==> config.mk <==
export PLATFORM = sky130hd
export DESIGN_NAME = delta_event_serializer
export DESIGN_NICKNAME = d
export VERILOG_FILES = /design/src/rtl/delta_evt_pkg.sv /design/src/rtl/delta_evt_fifo.sv /design/src/rtl/delta_event_serializer.sv
export SDC_FILE = /design/constraint.sdc
export NUM_CORES = 1
export LEC_CHECK = 0
export CAP_MARGIN = 15
export CORE_MARGIN = 2
export CORE_UTILIZATION = 54
export CTS_CLUSTER_DIAMETER = 30
export DETAILED_ROUTE_END_ITERATION = 7
export PLACE_DENSITY_LB_ADDON = 0.2
export SKIP_CTS_REPAIR_TIMING = 1
export SLEW_MARGIN = 0
export SYNTH_ARGS = -nofsm -noshare
export SYNTH_HDL_FRONTEND = slang
export SYNTH_SLANG_ARGS = --single-unit
==> constraint.sdc <==
create_clock -name clk -period 3.79 [get_ports clk]
set_clock_uncertainty 0.1 [all_clocks]
set_input_delay 0.379 -clock clk [delete_from_list [all_inputs] [get_ports clk]]
set_output_delay 0.379 -clock clk [all_outputs]
set_load 0.005 [all_outputs]
==> src/rtl/delta_evt_pkg.sv <==
// Shared types for the delta event serializer: event record, serializer states
// and a saturating counter helper.
package delta_evt_pkg;

    localparam int TS_W   = 8;
    localparam int DIFF_W = 8;

    typedef struct packed {
        logic [TS_W-1:0]   ts;
        logic [DIFF_W-1:0] diff;
    } evt_t;

    typedef enum logic [1:0] {
        IDLE,
        SEND_TS,
        SEND_DIFF
    } ser_state_t;

    function automatic logic [7:0] sat_inc8(input logic [7:0] v);
        return (v == 8'hFF) ? v : v + 8'd1;
    endfunction

endpackage

==> src/rtl/delta_evt_fifo.sv <==
// Synchronous FIFO of timestamped events. The pointers carry one extra wrap bit,
// so full and empty are distinguished without a separate counter.
module delta_evt_fifo
    import delta_evt_pkg::*;
#(
    parameter int DEPTH = 8,
    parameter int LVL_W = $clog2(DEPTH) + 1
) (
    input  logic             clk,
    input  logic             rst_n,
    input  logic             push_i,
    input  evt_t             push_data_i,
    input  logic             pop_i,
    output evt_t             pop_data_o,
    output logic [LVL_W-1:0] level_o,
    output logic             full_o,
    output logic             empty_o
);

    localparam int AW = $clog2(DEPTH);

    logic [AW:0] wr_ptr_q, wr_ptr_d;
    logic [AW:0] rd_ptr_q, rd_ptr_d;
    evt_t        mem_q [DEPTH];
    logic        do_push;
    logic        do_pop;

    assign full_o  = (wr_ptr_q[AW] != rd_ptr_q[AW]) &&
                     (wr_ptr_q[AW-1:0] == rd_ptr_q[AW-1:0]);
    assign empty_o = (wr_ptr_q == rd_ptr_q);
    assign level_o = LVL_W'(wr_ptr_q - rd_ptr_q);

    // Requests that cannot be honoured are silently ignored.
    assign do_push = push_i && !full_o;
    assign do_pop  = pop_i && !empty_o;

    assign wr_ptr_d = do_push ? wr_ptr_q + 1'b1 : wr_ptr_q;
    assign rd_ptr_d = do_pop  ? rd_ptr_q + 1'b1 : rd_ptr_q;

    // Head entry is presented combinationally so the serializer can load its
    // holding register in the same cycle it issues the pop.
    assign pop_data_o = mem_q[rd_ptr_q[AW-1:0]];

    always_ff @(posedge clk or negedge rst_n) begin
        if (!rst_n) begin
            wr_ptr_q <= '0;
            rd_ptr_q <= '0;
        end else begin
            wr_ptr_q <= wr_ptr_d;
            rd_ptr_q <= rd_ptr_d;
        end
    end

    always_ff @(posedge clk) begin
        if (do_push) begin
            mem_q[wr_ptr_q[AW-1:0]] <= push_data_i;
        end
    end

endmodule

==> src/rtl/delta_event_serializer.sv <==
// Timestamps non-zero neuron difference bytes, queues them and streams each one
// out as a two-byte {ts, diff} frame over a valid/ready byte interface.
module delta_event_serializer
    import delta_evt_pkg::*;
#(
    parameter int DEPTH = 8,
    parameter int LVL_W = $clog2(DEPTH) + 1
) (
    input  logic              clk,
    input  logic              rst_n,
    input  logic [DIFF_W-1:0] evt_diff,
    input  logic              clr_ovf,
    output logic [7:0]        out_byte,
    output logic              out_valid,
    output logic              out_last,
    input  logic              out_ready,
    output logic              overflow,
    output logic [7:0]        drop_cnt,
    output logic [LVL_W-1:0]  fifo_level
);

    logic [TS_W-1:0] ts_q;
    ser_state_t      state_q, state_d;
    evt_t            hold_q, hold_d;
    logic            overflow_q, overflow_d;
    logic [7:0]      drop_cnt_q, drop_cnt_d;
    logic [7:0]      drop_base;

    logic            evt_seen;
    logic            drop;
    logic            push;
    logic            pop;
    evt_t            push_data;
    evt_t            fifo_head;
    logic            fifo_full;
    logic            fifo_empty;

    // A full queue drops the event even if a pop frees a slot this cycle.
    assign evt_seen  = (evt_diff != '0);
    assign drop      = evt_seen && fifo_full;
    assign push      = evt_seen && !fifo_full;
    assign push_data = '{ts: ts_q, diff: evt_diff};

    delta_evt_fifo #(
        .DEPTH (DEPTH),
        .LVL_W (LVL_W)
    ) u_fifo (
        .clk         (clk),
        .rst_n       (rst_n),
        .push_i      (push),
        .push_data_i (push_data),
        .pop_i       (pop),
        .pop_data_o  (fifo_head),
        .level_o     (fifo_level),
        .full_o      (fifo_full),
        .empty_o     (fifo_empty)
    );

    always_comb begin
        state_d = state_q;
        hold_d  = hold_q;
        pop     = 1'b0;
        case (state_q)
            IDLE: begin
                if (!fifo_empty) begin
                    pop     = 1'b1;
                    hold_d  = fifo_head;
                    state_d = SEND_TS;
                end
            end
            SEND_TS: begin
                if (out_ready) begin
                    state_d = SEND_DIFF;
                end
            end
            SEND_DIFF: begin
                // Chain straight into the next frame so bursts leave without gaps.
                if (out_ready) begin
                    if (!fifo_empty) begin
                        pop     = 1'b1;
                        hold_d  = fifo_head;
                        state_d = SEND_TS;
                    end else begin
                        state_d = IDLE;
                    end
                end
            end
            default: state_d = IDLE;
        endcase
    end

    // A clear and a drop in the same cycle leave one counted drop behind.
    always_comb begin
        drop_base  = clr_ovf ? 8'd0 : drop_cnt_q;
        drop_cnt_d = drop ? sat_inc8(drop_base) : drop_base;
        overflow_d = drop || (overflow_q && !clr_ovf);
    end

    always_ff @(posedge clk or negedge rst_n) begin
        if (!rst_n) begin
            ts_q       <= '0;
            state_q    <= IDLE;
            hold_q     <= '0;
            overflow_q <= 1'b0;
            drop_cnt_q <= '0;
        end else begin
            ts_q       <= ts_q + 1'b1;
            state_q    <= state_d;
            hold_q     <= hold_d;
            overflow_q <= overflow_d;
            drop_cnt_q <= drop_cnt_d;
        end
    end

    always_comb begin
        out_valid = (state_q != IDLE);
        out_last  = (state_q == SEND_DIFF);
        case (state_q)
            SEND_TS:   out_byte = hold_q.ts;
            SEND_DIFF: out_byte = hold_q.diff;
            default:   out_byte = 8'h00;
        endcase
    end

    assign overflow = overflow_q;
    assign drop_cnt = drop_cnt_q;

endmodule

# After elaboration in Yosys (flattened, before gate mapping)
# Memory sizes are Yosys's and may differ from the RTL's.
# Index checks and enable logic that the tools add are counted.
# Widths: inputs -> output; s select.
# totals
in_bits,12
ram_bits,128
mem_bits_ro,0
register_bits,43
n_memories,1
latchBits,0
wordCells,56
output_inout_bits,23
# mem_list
name,depth,word_bits,rd,rd_clocked_by_memory_dff,write_ports,line_no,rtl
u_fifo.mem_q,8,16,1,0,1,delta_evt_fifo.sv:24,evt_t mem_q [DEPTH];
# classes
reduce_logical,16
n_shift,0
n_mul,0
addsub,5
eq_ne,9
div,0
bitwise_logic,0
n_mux,17
order_cmp,0
# op_table
cell,n
$mux 16,2
$pmux 16 s2,1
$mux 8,3
$add 8x1->8 const B,2
$pmux 8 s2,1
$add 4x1->4 const B,2
$eq 8x8->1 const B,1
$reduce_bool 8->1,1
$logic_and 1x1->1,6
$mux 2,3
$pmux 2 s3,1
$mux 1,5
$eq 4x4->1,1
$ne 2x2->1 const B,2
$reduce_bool 2->1,2
$sub 4x4->4,1
$eq 3x3->1,1
$logic_not 1->1,3
$reduce_and 3->1,1
$eq 2x1->1 const B,1
$eq 2x2->1 const B,1
$logic_not 2->1,1
$ne 2x1->1 const B,1
$pmux 1 s2,1
3 further kinds,3

# Longest topological paths before layout
# logic_depth
ltp_word,7
depth_mapped,9
mapped_depth_nobuf,6

# Modules after synthesis
# From an unflattened synthesis, not the netlist that was laid out.
# hier_totals
hier_cells,425
area_unflattened_um2,7125.6
# by_module_without_submodules
mod,area_per_inst_um2,instances,cells_per_inst,seq_area_each_um2
delta_evt_fifo,5407.7,1,277,4043.9
delta_event_serializer,1717.9,1,148,875.8

# Worst setup path before layout
# OpenSTA, ideal clock, no wires.
# synth_path
path_kind,reg-to-reg
startpoint,register u_fifo.rd_ptr_q[1]
endpoint,memory u_fifo.mem_q[4][0] (netlist name) (enable)
path_buffers,2
setup_time_ns,0.413
stages_incl_launch_ff,9
synth_period_minus_slack_ns,3.775
arrival_time_ns,3.262
slack_ns,0.015
t_required_ns,3.277
path_cell_list,dfrtp_1 > clkbuf_1 > clkinv_1 > clkbuf_1 > ha_1 > and3_1 > a22oi_2 > nand2_1 > nor3b_1
# synth_via
elab_chain_len,7
# synth_rtl
element,line_no,rtl
start: declaration,delta_evt_fifo.sv:23,"logic [AW:0] rd_ptr_q, rd_ptr_d;"
start signal: assignment,delta_evt_fifo.sv:50,rd_ptr_q <= rd_ptr_d;
$eq 3x3->1 *,delta_evt_fifo.sv:29,(wr_ptr_q[AW-1:0] == rd_ptr_q[AW-1:0]);
$logic_and 1x1->1 *,delta_evt_fifo.sv:28,assign full_o = (wr_ptr_q[AW] != rd_ptr_q[AW]) &&
$logic_not 1->1 *,"delta_evt_fifo.sv:34, delta_event_serializer.sv:41",
$logic_and 1x1->1,delta_event_serializer.sv:41,assign push = evt_seen && !fifo_full;
$logic_and 1x1->1 *,delta_evt_fifo.sv:34,assign do_push = push_i && !full_o;
$mux 1 *,delta_evt_fifo.sv:55,if (do_push) begin
$mux 1 (implied by the code) *,delta_evt_fifo.sv:56,mem_q[wr_ptr_q[AW-1:0]] <= push_data_i;
end: declaration,delta_evt_fifo.sv:24,
# Mark *: on every way between the ends. The rest lies on a longest branch, timed or not.

# Worst setup path after layout
# layout_path
startpoint,register u_fifo.wr_ptr_q[0]
endpoint,output port fifo_level[2]
# layout_via
elab_chain_len,1
# layout_rtl
element,line_no,rtl
start: declaration,delta_evt_fifo.sv:22,"logic [AW:0] wr_ptr_q, wr_ptr_d;"
start signal: assignment,delta_evt_fifo.sv:49,wr_ptr_q <= wr_ptr_d;
$sub 4x4->4,delta_evt_fifo.sv:31,assign level_o = LVL_W'(wr_ptr_q - rd_ptr_q);
end: declaration,delta_event_serializer.sv:19,output logic [LVL_W-1:0] fifo_level
# No other way between the ends.

==> impl_metrics.json <==
{
  "ys_ff_latch": 171,
  "final_cells": 656,
  "synth_edf_count": 128,
  "yosys.area.top_type_share_pct": 54.73,
  "path_cells": "inv_1 -> ha_1 -> fa_1 -> xnor2_1 -> clkdlybuf4s50_1",
  "ys_types": 47,
  "powerDensity_mw_per_mm2": 872.5,
  "dieArea_mm2": 0.01393,
  "timing_worst_setup_path_type": "reg2out",
  "area_delta_synth_final_pct": 17.66,
  "insertion_delay_ns": 0.43,
  "ys_dominant_reg_cell": "edfxtp_1",
  "cts_tree": "yes",
  "antenna_found_initial": 0,
  "worstSetupStartpointType": "flop",
  "cts_max_level": 4,
  "rsz0062_at_grt": "no",
  "die_height_um": 118.0,
  "arrival_ns": 2.55,
  "synth.most_common_cell": "edfxtp_1",
  "hold_viol": 0,
  "seqPwrFrac_pct": 39.3,
  "die_x_um": 118.0,
  "power_frac_comb_pct": 34.8,
  "first_pass_iters": 5,
  "gp_congestion": 0.8687,
  "initial_core_util_pct": 55.43,
  "endpoint_kind": "output port",
  "setup_tns_ns": 0,
  "fin_crit_ns": 3.028,
  "cpPeakStageDelay_ns": 0.55,
  "power.share.clock_pct": 26.0,
  "dpl.hpwl_um": 9278,
  "cts.path.max_buffers": 2,
  "synth_area_leaders": "edfxtp_1 55%, dfrtp_1 15%, mux4_2 10%",
  "cpLargestDelayFamily": "buffers and inverters",
  "core_area_mm2": 0.01267,
  "p_leak_uw": 0.002942,
  "drt_iter0_drc": 281,
  "whs_ns": 0.03630,
  "relSlewSlack_pct": 30.30,
  "setup_viol": 0,
  "wl_um": 14240,
  "cap_violations": 0,
  "async_flop_share_pct": 25.15,
  "num_antenna_cells": 0,
  "grt_pass1_wl_um": 22510,
  "synthTopCellsByCount": "128 x edfxtp_1, 43 x dfrtp_1, 43 x nand2_1, 32 x mux4_2, 23 x nor2_1",
  "status": "finished, final reports clean",
  "crit_buf_inv": 2,
  "vdd_drop_max_mv": 0.4947,
  "cp_max_fo": 8,
  "viasPerCell": 5.838,
  "tightest_slew_ns": 1.046,
  "grt_use_total_pct": 22.26,
  "fin_nets": 496,
  "portBuffers": 34,
  "p_sw_uw": 2326,
  "synth_top_area_cell": "edfxtp_1",
  "clockRootBuffer": "clkbuf_16",
  "fmax_mhz": 330.2,
  "cpMaxStageDelayCell": "clkdlybuf4s50_1",
  "postSynthCellCount": 424,
  "hp-class": "in2async",
  "syn_nets": 449,
  "antenna_left": 0,
  "wl_per_cell_um": 21.71,
  "p_int_uw": 4883,
  "cts_buffers": 17,
  "grt_pass1_vias": 3881,
  "cts.reportedPaths.clkPinSlew_ns": 0.06,
  "worstPathRequired_ns": 3.31,
  "ios": 35,
  "yosysWarnings": 0,
  "vias": 3830,
  "synth.cell_area_mm2": 0.007023,
  "clock_sinks": 171,
  "ys_seq_area_share_pct": 70.05,
  "slew_violations": 0,
  "finalCritPeriodShare_pct": 79.90,
  "grt_remaining_overflow": 0,
  "switching_share_pct": 32.27,
  "dp_cells": 624,
  "rows": 41,
  "drc": 0,
  "syn_avg_cell_area_um2": 16.56,
  "grt_max_degree": 44,
  "drive_above_1_share_pct": 20.66
}
## metrics by stage
step | setup slack [ns] | instance area, um^2 | power, uW | utilization, %
2_1_floorplan | 0.01496 | 7023 | 4449 | -
3_3_place_gp | 0.8837 | 7614 | 5343 | 60.09
3_5_place_dp | 0.8035 | 7614 | 5417 | 60.09
4_1_cts | 0.7744 | 8263 | 7287 | 65.21
5_1_grt | 0.6835 | 8263 | 7621 | 65.21
6_report | 0.7618 | 8263 | 7209 | 65.21
## logic make-up (layout without fill, tap and decap cells)
logic type,after synthesis,count (layout),synth area share [%]
compound gates,48,48,5.024
xor+xnor,17,17,2.227
fa+ha+maj,13,13,2.423
buf+inv,31,91,1.906
flops,171,171,70.05
mux,35,35,10.78
simple gates,109,109,7.590
## power groups by stage
stage          clock network (uW)  registers, uW  logic (uW)
6_report                     1870           2830        2510
4_1_cts                      1890           2830        2570
3_5_place_dp                    0           2870        2550
5_1_grt                      1980           2870        2770
2_1_floorplan                   0           2770        1680
3_3_place_gp                    0           2840        2500
## final cells by class
type	count	area (um^2)
Clock buffer	20	466.7
Clock inverter	12	182.7
Fill cell	909	4408
Inverter	12	45.04
Multi-Input combinational cell	222	1999
Sequential cell	171	4921
Tap cell	172	215.2
Timing Repair Buffer	47	432.9
## cells in the final DEF (no fill, tap or decap), types with 7 or more instances in the layout
master | netlist | routed
edfxtp_1 | 128 | 128
ha_1 | 12 | 12
inv_1 | 11 | 11
a31oi_1 | 18 | 18
dfrtp_1 | 43 | 42
buf_4 | 3 | 13
clkbuf_16 | 0 | 17
a21oi_1 | 7 | 7
xnor2_1 | 10 | 10
clkdlybuf4s50_1 | 0 | 33
mux4_2 | 32 | 32
nor2b_1 | 11 | 11
nor2_1 | 23 | 23
a22oi_1 | 8 | 8
nand2_1 | 43 | 43
## worst paths after layout
path	start	end	slack [ns]	depth (start not counted)
worst max-delay path	u_fifo.wr_ptr_q[0]	fifo_level[2]	0.76	5
worst min-delay path	rst_n	drop_cnt[7]	0.04	1
worst max register to register	u_fifo.wr_ptr_q[0]	u_fifo.mem_q[7][4]	0.88	5
worst min register to register	overflow	overflow	0.39	1
max in group asynchronous	rst_n	u_fifo.rd_ptr_q[0]	2.85	1
min in group clk	overflow	overflow	0.39	1
## registers in the layout, indices dropped and copies added, names as in the netlist
name             count
drop_cnt             8
hold_q              16
u_fifo.mem_q       128
state_q              2
u_fifo.wr_ptr_q      4
overflow             1
u_fifo.rd_ptr_q      4
ts_q                 8
## per-layer routing
metal	global-route usage (%)	wire, um	up-vias
li1	-	-	1727
met1	28.87	5640	1953
met2	35.97	7292	131
met3	6.347	1001	19
met4	8.584	304	0
met5	0	0	-
Power figures use the tool's default switching activity.
==> variant: new RTL, config.mk and constraints unchanged <==
Encoding of `ser_state_t`: now one-hot (3 bits for 3 states).
--- a/src/rtl/delta_evt_pkg.sv
+++ b/src/rtl/delta_evt_pkg.sv
@@ -10,10 +10,10 @@
         logic [DIFF_W-1:0] diff;
     } evt_t;
 
-    typedef enum logic [1:0] {
-        IDLE,
-        SEND_TS,
-        SEND_DIFF
+    typedef enum logic [2:0] {
+        IDLE      = 3'b001,
+        SEND_TS   = 3'b010,
+        SEND_DIFF = 3'b100
     } ser_state_t;
 
     function automatic logic [7:0] sat_inc8(input logic [7:0] v);
Formal check against the unedited RTL: same outputs for any inputs over 10 cycles, from zero or initial values and one cycle with rst_n low; not proved beyond that.
==> variant against the unedited design <==
- critical path type unchanged
- sequential cell count increased by 1
- worst setup slack improved by 0.10 ns
- design area increased by 0.85%
- routed wire length decreased by 4.5%
- first-iteration DRC count increased by 11%
- total power increased by 0.52%
- register-to-register slack improved by 0.22 ns
- synthesized area increased by 1.1%
- via count decreased by 3.6%
- fmax increased by 3.4%
==> variant: results (changes against the unedited design) <==
- CTS clk-pin slew, worst paths: 0.06 ns (about the same)
- First-pass GRT wire length: 21.54 mm (-4.3%)
- Fill count: 923 (+1.5%)
- H-tree levels: 4 (unchanged)
- Vias after detailed routing: 3693 (-3.6%)
- Seq/Total Area, Yosys: 0.6964 (-0.004076)
- Clk Latency, worst-skew pair: 0.43 ns (about the same)
- HP Class: input port to async pin
- Max transition margin: 0.3145 (+0.01153)
- Mux cell area share after synthesis: 0.1337 (+0.02594)
- Async SR Flop Fraction: 0.2558 (+0.004352)
- DP Cell Count: 609 (-2.4%)
- Sw Ratio: 0.3138 (-0.008929)
- Setup WS pre-CTS: 1.092 ns (+0.2889 ns)
- Port-buffer cells: 34 (unchanged)
- Post-route setup TNS: 0 ns (unchanged)
- Minimum clock period: 2.928 ns (-0.1000 ns)
- N_diodes: 0 (unchanged)
- Avg WL per Cell: 21.21 µm (-2.3%)
- Leakage power: 3.028 nW (+2.9%)
- NumNets Final: 476 (-4.0%)
- Distinct cells, synth: 50 (+6.4%)
- Synth Area in Compound Gates: 0.04352 (-0.006724)
- Total Routing Usage GR: 0.2096 (-0.01303)
- Net Count, Synth: 430 (-4.2%)
- DP Area: 7664 µm² (+0.66%)
- DP HPWL: 8.079 mm (-13%)
- Warnings from Yosys: 0 (unchanged)
- R2R cell count: 7 (+2)
- Share of layout cells above drive strength 1: 0.2175 (+0.01087)
- Drt via density: 5.761 (-1.3%)
- Root Buffer: clkbuf_16
- Synth area leaders: edfxtp_1 54%, dfrtp_1 15%, mux4_2 10%, mux2i_1 2.5%, nand2_1 1.4%
- Max VDD drop: 0.5244 mV (+6.0%)
- Clock Path Buffers: 2 (unchanged)
- Synthesized instance count: 410 (-3.3%)
- Vias in the first global route: 3737 (-3.7%)
- CP Data Arrival Time: 2.45 ns (-0.10 ns)
- GP Congestion: 0.7960 (-8.4%)
- Largest net degree at the start of global routing: 45 (+2.3%)
- Worst r2r dst: u_fifo.mem_q[6][7]
- Critical path peak fanout: 7 (-1)
- TritonCTS Buffers: 17 (unchanged)
- Post-synthesis xor/xnor area fraction: 0.02326 (+0.0009861)
- Commonest cells post-synth: 128 x edfxtp_1, 43 x dfrtp_1, 32 x mux4_2, 26 x nand2_1, 18 x mux2i_1
- Status: finished clean
- Post-synthesis adder-cell area fraction: 0.01515 (-0.009078)
- Initial DRC Count: 311 (+11%)
- Max reg flops: 128 (unchanged)
variant: cell count changes after synthesis, sizes merged, moves of 4 or more:
cell	before	now
nand2	43	26
a31oi	18	1
nand3	6	10
a21oi	8	4
o21ai	3	18
nor2	23	16
mux2i	1	18
nor2b	11	6
ha	12	7
variant: cells by family (layout without fill, tap and decap cells):
logic type                 Yosys count  count (layout)
DFF                                172             172
and+or+nand+nor                     86              86
muxes                               54              54
AOI/OAI and AO/OA                   43              43
buffers and inverters               29              88
xor gates and xnor gates            18              18
adders and majority gates            8               8
variant: final cells by class:
type	instances	area [µm²]	share of cell area
Sequential cell	172	4947	0.5937
Multi-Input combinational cell	209	2038	0.2446
Clock buffer	18	429.2	0.05150
Timing Repair Buffer	46	425.4	0.05105
Clock inverter	14	240.2	0.02883
Tap cell	172	215.2	0.02583
Inverter	10	37.54	0.004505
variant: routing by layer:
layer,global-route usage,share of wire,vias to the layer above,wire [µm]
met5,0,0,-,0
met4,0.07813,0.017,0,234
met3,0.05647,0.039,18,531
met2,0.3344,0.51,80,6879
met1,0.2782,0.44,1917,5948
li1,-,-,1678,-
variant: how the worst min path moves through the flow:
stage / end / slack [ns] / cells past startpoint
after floorplan: drop_cnt[0] / -0.02 / 0
after global placement: hold_q[13] / 0.36 / 2
after detailed placement: overflow / 0.37 / 1
after CTS: drop_cnt[6] / 0.07 / 1
after global routing: drop_cnt[6] / 0.11 / 1
final: drop_cnt[4] / 0.03 / 1
variant: per-stage QoR:
stage,power (mW),hold WS (ns)
finish,7.247,0.03462
detailed placement,5.370,0.3685
CTS,7.328,0.06502
floorplan,4.562,-0.01659
global route,7.601,0.1121
global placement,5.287,0.3638
variant: power groups by stage:
stage	registers (mW)	clock network [mW]	logic (mW)
3_5_place_dp	2.89	0	2.48
2_1_floorplan	2.81	0	1.75
6_report	2.86	1.94	2.44
4_1_cts	2.86	1.98	2.49
5_1_grt	2.91	2.05	2.64
3_3_place_gp	2.86	0	2.43
variant: critical path: stages, from the launching register on:
cell	delay, ns
dfrtp_1	0.47
inv_1	0.24
ha_1	0.22
inv_2	0.04
fa_1	0.37
xor2_1	0.17
clkdlybuf4s50_1	0.52
